### config.mk
export PLATFORM = sky130hd
export DESIGN_NAME = axis_s_pkt
export DESIGN_NICKNAME = d
export VERILOG_FILES = /design/src/rtl/axis_pkg.sv /design/src/rtl/axis_s_fifo.sv /design/src/rtl/axis_s_pkt.sv
export SDC_FILE = /design/constraint.sdc
export NUM_CORES = 1
export LEC_CHECK = 0
export ABC_CLOCK_PERIOD_IN_PS = 6200
export BUFFER_PORTS_ARGS = -buffer_cell sky130_fd_sc_hd__buf_2
export CAP_MARGIN = 10
export CORE_MARGIN = 2
export CORE_UTILIZATION = 60
export DETAILED_ROUTE_END_ITERATION = 7
export PLACE_DENSITY_LB_ADDON = 0.08
export SLEW_MARGIN = 30
export SYNTH_ARGS = -nofsm -noshare
export SYNTH_HDL_FRONTEND = slang
export SYNTH_SLANG_ARGS = --single-unit
### constraint.sdc
create_clock -name clk -period 6.2 [get_ports clk]
set_input_delay 0.31 -clock clk [delete_from_list [all_inputs] [get_ports clk]]
set_output_delay 0.31 -clock clk [all_outputs]
set_load 0.01 [all_outputs]
### src/rtl/axis_pkg.sv
// Shared types and constants for the AXI-Stream slave receive stage.
package axis_pkg;

   // Reference layout of one FIFO entry at the default 32-bit data width.
   // The top declares a local copy whose data field follows WIDTH.
   localparam int unsigned ENTRY_DATA_W = 32;

   typedef struct packed {
      logic                    last;
      logic [ENTRY_DATA_W-1:0] data;
   } axis_entry_t;

   // Expected-length checker states
   typedef enum logic {
      IDLE  = 1'b0,
      ARMED = 1'b1
   } len_state_t;

   // A packet's first beat counts as 1, so the counter restarts at 1
   localparam int unsigned CNT_RST = 1;

endpackage

### src/rtl/axis_s_fifo.sv
// First-word-fall-through FIFO. Pointers carry one extra MSB so that full and
// empty can be told apart when the index bits are equal.
module axis_s_fifo #(
   parameter int W     = 33,
   parameter int DEPTH = 4
) (
   input  logic         clk,
   input  logic         rst,
   input  logic         push,
   input  logic         pop,
   input  logic [W-1:0] din,
   output logic [W-1:0] dout,
   output logic         full,
   output logic         empty
);

   localparam int AW = $clog2(DEPTH);

   logic [W-1:0] mem [DEPTH];
   logic [AW:0]  wr_ptr;
   logic [AW:0]  rd_ptr;

   // Storage is data only and is not reset
   always_ff @(posedge clk) begin
      if (push) mem[wr_ptr[AW-1:0]] <= din;
   end

   // Pointer update; push and pop are already qualified by the caller
   always_ff @(posedge clk) begin
      if (rst) begin
         wr_ptr <= '0;
         rd_ptr <= '0;
      end else begin
         if (push) wr_ptr <= wr_ptr + 1'b1;
         if (pop)  rd_ptr <= rd_ptr + 1'b1;
      end
   end

   assign dout  = mem[rd_ptr[AW-1:0]];
   assign empty = (wr_ptr == rd_ptr);
   assign full  = (wr_ptr[AW] != rd_ptr[AW]) && (wr_ptr[AW-1:0] == rd_ptr[AW-1:0]);

endmodule

### src/rtl/axis_s_pkt.sv
// AXI-Stream slave receive stage: FWFT buffering, per-packet beat count and an
// optional expected-length check enabled by the macro AXIS_S_PKT_LEN_CHECK_EN.
module axis_s_pkt
   import axis_pkg::*;
#(
   parameter int WIDTH     = 32,
   parameter int LEN_WIDTH = 10,
   parameter int DEPTH     = 4
) (
   input  logic                 clk,
   input  logic                 rst,
   input  logic [WIDTH-1:0]     s_axis_tdata,
   input  logic                 s_axis_tvalid,
   output logic                 s_axis_tready,
   input  logic                 s_axis_tlast,
   output logic [WIDTH-1:0]     data_out,
   output logic                 last_out,
   output logic                 valid_out,
   input  logic                 ready_in,
   output logic                 len_valid,
   output logic [LEN_WIDTH-1:0] len_out,
   output logic                 len_ovf,
   input  logic                 config_valid,
   input  logic [LEN_WIDTH-1:0] config_len,
   output logic                 len_err
);

   typedef struct packed {
      logic             last;
      logic [WIDTH-1:0] data;
   } entry_t;

   entry_t               wr_entry;
   entry_t               rd_entry;
   logic                 full;
   logic                 empty;
   logic                 push;
   logic                 pop;
   logic [LEN_WIDTH-1:0] beat_cnt;
   logic                 ovf;

   // No write-through: a full FIFO refuses beats even while it is being popped
   assign s_axis_tready = !full && !rst;
   assign push          = s_axis_tvalid && s_axis_tready;
   assign valid_out     = !empty;
   assign pop           = valid_out && ready_in;

   assign wr_entry.last = s_axis_tlast;
   assign wr_entry.data = s_axis_tdata;
   assign data_out      = rd_entry.data;
   assign last_out      = rd_entry.last;

   axis_s_fifo #(
      .W     ($bits(entry_t)),
      .DEPTH (DEPTH)
   ) u_fifo (
      .clk   (clk),
      .rst   (rst),
      .push  (push),
      .pop   (pop),
      .din   (wr_entry),
      .dout  (rd_entry),
      .full  (full),
      .empty (empty)
   );

   // Beat counter: saturates with a sticky overflow, reports and restarts on tlast
   always_ff @(posedge clk) begin
      if (rst) begin
         beat_cnt  <= LEN_WIDTH'(CNT_RST);
         ovf       <= 1'b0;
         len_valid <= 1'b0;
         len_out   <= '0;
         len_ovf   <= 1'b0;
      end else begin
         len_valid <= 1'b0;
         if (push) begin
            if (s_axis_tlast) begin
               len_out   <= beat_cnt;
               len_ovf   <= ovf;
               len_valid <= 1'b1;
               beat_cnt  <= LEN_WIDTH'(CNT_RST);
               ovf       <= 1'b0;
            end else if (beat_cnt == '1) begin
               ovf <= 1'b1;
            end else begin
               beat_cnt <= beat_cnt + 1'b1;
            end
         end
      end
   end

`ifdef AXIS_S_PKT_LEN_CHECK_EN
   len_state_t           state_q;
   len_state_t           state_d;
   logic [LEN_WIDTH-1:0] len_exp;
   logic                 exp_load;
   logic                 len_err_d;

   // Checker state and registered error pulse
   always_ff @(posedge clk) begin
      if (rst) begin
         state_q <= IDLE;
         len_err <= 1'b0;
      end else begin
         state_q <= state_d;
         len_err <= len_err_d;
      end
   end

   // Expected length is held while armed
   always_ff @(posedge clk) begin
      if (exp_load) len_exp <= config_len;
   end

   // Arm on config while idle; judge the packet that ends while armed
   always_comb begin
      state_d   = state_q;
      exp_load  = 1'b0;
      len_err_d = 1'b0;
      case (state_q)
         IDLE: begin
            if (config_valid) begin
               exp_load = 1'b1;
               state_d  = ARMED;
            end
         end
         ARMED: begin
            if (push && s_axis_tlast) begin
               len_err_d = (beat_cnt != len_exp) || ovf;
               state_d   = IDLE;
            end
         end
         default: state_d = IDLE;
      endcase
   end
`else
   logic unused_cfg;

   assign unused_cfg = ^{config_valid, config_len};
   assign len_err    = 1'b0;
`endif

endmodule

==> impl_metrics.py <==
metrics = {
    "finish": {
        "syn_to_final_growth_pct": 22.7,
        "fin_area_mm2": 0.00765,
        "final_core_util": 0.751,
        "multiInputGateArea_mm2": 0.00156,
        "seqCellArea_mm2": 0.00459,
        "layout-drive-gt1-share": 0.341,
        "final_cells": 608,
        "fillers": 638,
        "layout.nets": 513,
        "diodes": 0,
    },
    "routing": {
        "wirelength_um": 11400,
        "wire_per_inst_um": 18.7,
        "drtAntennaViolNets": 0,
        "viasPerCell": 5.64,
        "vias": 3430,
        "firstDrtPassIters": 5,
        "drt_iter0_drc": 183,
        "remaining_drc_errors": 0,
    },
    "place": {
        "place_congestion": 0.782,
        "dp.cells": 547,
        "place_ws_ns": 3.59,
        "io_buffers": 83,
        "dpl_cell_area_mm2": 0.00676,
        "hpwl_um": 6510,
    },
    "setup_path": {
        "crit_fanout": 33,
        "r2r-start": "u_fifo.wr_ptr[2]$_SDFFE_PP0P_",
        "crit_path_max_incr_delay_ns": 0.84,
        "slowest_stage": "and2_2",
        "critical_path_buf_inv_count": 0,
        "path_class": "reg -> reg",
        "cp_cell_sequence": "xnor2_1, o31a_2, and2_2",
        "end_kind": "flop",
        "critPathLaunchType": "flop",
        "cp_top_family": "simple AND/OR/NAND/NOR gates",
        "worst_ep_arrival_time_ns": 2.77,
        "cp_data_required_time_ns": 6.34,
        "critPathLaunch": "u_fifo.wr_ptr[2]$_SDFFE_PP0P_",
    },
    "worst_hold_path": {
        "min_path_type": "in -> reg",
        "hp-start": "s_axis_tdata[14]",
    },
    "clock_network": {
        "post_cts_buffers": 0,
        "clockRootBuffer": "clkbuf_8",
        "cts.path.max_buffers": 2,
        "insertion_delay_ns": 0.52,
        "cts_made_buffers": 17,
        "htree_levels": 4,
        "clk_pin_slew_ns": 0.06,
        "clock-sinks": 163,
        "cts_tree": "done",
    },
    "timing": {
        "hold_viol_final": 0,
        "finClkSkew_ns": 0.0101,
        "tns_ns": 0,
        "worst_slew_pin_slew_ns": 0.921,
        "setup_ws_ns": 3.57,
        "maxSlewViolCount": 0,
        "setup_viol": 0,
        "slew_headroom": 0.386,
        "max_freq_mhz": 380,
        "rsz0062_at_grt": "no",
        "fin_crit_sh": 0.425,
        "finalHoldWorstSlack_ns": 0.0259,
        "fin_crit_ns": 2.63,
    },
    "die": {
        "rows": 37,
        "die_area_mm2": 0.0112,
        "start_util": 0.612,
        "die_w_um": 106,
        "io_pins": 96,
        "die_h_um": 106,
        "core_area_mm2": 0.0102,
    },
    "yosys": {
        "syn_area_mm2": 0.00623,
        "synth.distinct_cells": 45,
        "synth_seq_area_share": 0.735,
        "avgSynthCellArea_um2": 18.1,
        "synthCells": 344,
        "synth_nets": 398,
        "yosys_warnings": 0,
        "synth_seq_cells": 163,
    },
    "outcome": {
        "status": "finished, final reports clean",
    },
    "power": {
        "power.leakage_nw": 2.66,
        "swShare": 0.233,
        "seq_power_share": 0.477,
        "power_mw": 2.60,
        "p_int_mw": 1.99,
        "power_density_mw_per_mm2": 340,
        "switching_power_mw": 0.605,
        "combPwrFrac": 0.125,
        "ir_drop_uv": 200,
        "clkPwrFrac": 0.397,
    },
    "global_routing": {
        "grt_pass1_vias": 3617,
        "overflow": 0,
        "grt_pass1_wl_um": 18100,
        "gr-usage-all-layers": 0.218,
        "antenna_found_initial": 0,
        "grt_max_degree": 35,
    },
    "flow_run": {
        "cap_violations": 0,
    },
}
power by group through the flow:
| stage | registers [mW] | clock network [mW] | logic [mW] |
|---|---|---|---|
| 6_report | 1.24 | 1.03 | 0.326 |
| 5_1_grt | 1.24 | 1.09 | 0.357 |
| 4_1_cts | 1.24 | 1.05 | 0.329 |
| 3_5_place_dp | 1.26 | 0 | 0.313 |
| 3_3_place_gp | 1.26 | 0 | 0.308 |
| 2_1_floorplan | 1.25 | 0 | 0.219 |
layer usage:
metal	global-route usage	wire [um]	up-vias
li1	-	-	1607
met1	0.281	4760	1729
met2	0.368	6030	88
met3	0.0564	493	6
met4	0.0705	72	0
met5	0	0	-
worst reg2reg max path, cell delays in order (launching register included):
cell	delay, ns
dfxtp_1	0.35
xnor2_1	0.55
o31a_2	0.50
and2_2	0.85
sequential cells by signal (all words and copies together) (netlist names), named ones only:
signal,cells
u_fifo.mem,132
beat_cnt,10
len_out,10
u_fifo.rd_ptr,3
u_fifo.wr_ptr,3
len_ovf,1
len_valid,1
ovf,1
repair_timing:
item,in CTS,in global routing
resized for setup,0,0
hold buffers,29,0
hold endpoints to repair,115,0
placed cells by master (no fill, tap or decap), types with 4 or more instances in the layout:
cell type and count:
edfxtp_1 132, buf_2 83, mux4_2 33, dfxtp_1 29, dlygate4sd3_1 29, a21oi_1 18, clkbuf_16 16, nand2_1 15
nand3_1 14, nor2_1 11, inv_1 7, ha_1 6, o21ai_0 5, nor3_1 5, and2_2 4, and3_1 4
clkinvlp_4 4
path summary, 6_finish.rpt:
check	to	slack [ns]	cells after the start
worst max-delay path	u_fifo.mem[0][24]$_DFFE_PP_	3.57	3
worst min-delay path	u_fifo.mem[0][14]$_DFFE_PP_	0.03	1
worst max register to register	u_fifo.mem[0][24]$_DFFE_PP_	3.57	3
worst min register to register	len_out[5]$_SDFFE_PP0P_	0.45	2
cell type report:
| class | instances | area share |
|---|---|---|
| inverter | 7 | 0.00343 |
| multi-input combinational | 157 | 0.204 |
| sequential | 163 | 0.600 |
| tap | 136 | 0.0222 |
| timing repair buffer | 113 | 0.0932 |
| clock inverter | 15 | 0.0234 |
| clock buffer | 17 | 0.0541 |
synthesized netlist by cell type, drive strengths merged:
cell type  count  area share
edfxtp       132        0.64
mux4          33        0.12
dfxtp         31        0.10
a21oi         18       0.014
nand2         15      0.0090
nand3         14       0.011
nor2          11      0.0066
buf            9      0.0078
clkbuf         8      0.0048
o21ai          8      0.0070
inv            7      0.0042
ha             6       0.012
nor3           5      0.0040
xor2           5      0.0094
and2           4      0.0040
and3           4      0.0040
a211oi         3      0.0036
and4           3      0.0042
nor2b          3      0.0030
o31ai          3      0.0044
a31o           2      0.0028
a32o           2      0.0032
a41oi          2      0.0028
o311ai         2      0.0040
o31a           2      0.0030
xnor2          2      0.0028
a2111oi        1      0.0014
a311oi         1      0.0024
a31oi          1      0.0010
conb           1     0.00060
mux2i          1      0.0016
nand4          1      0.0010
o211ai         1      0.0012
or3            1      0.0010
or3b           1      0.0014
or4            1      0.0012
cells by family (layout without fill, tap and decap cells):
kind of cell | count (synthesis) | after routing | share of synthesized area
AO/OA/AOI/OAI | 46 | 46 | 0.0514
XOR/XNOR | 7 | 7 | 0.0122
adder cells (fa/ha/maj) | 6 | 6 | 0.0120
buffers and inverters | 24 | 152 | 0.0169
flip-flops | 163 | 163 | 0.735
multiplexers | 34 | 34 | 0.121
other | 1 | 1 | 0.000601
AND/OR/NAND/NOR | 63 | 63 | 0.0508
(Power assumes the default switching activity.)
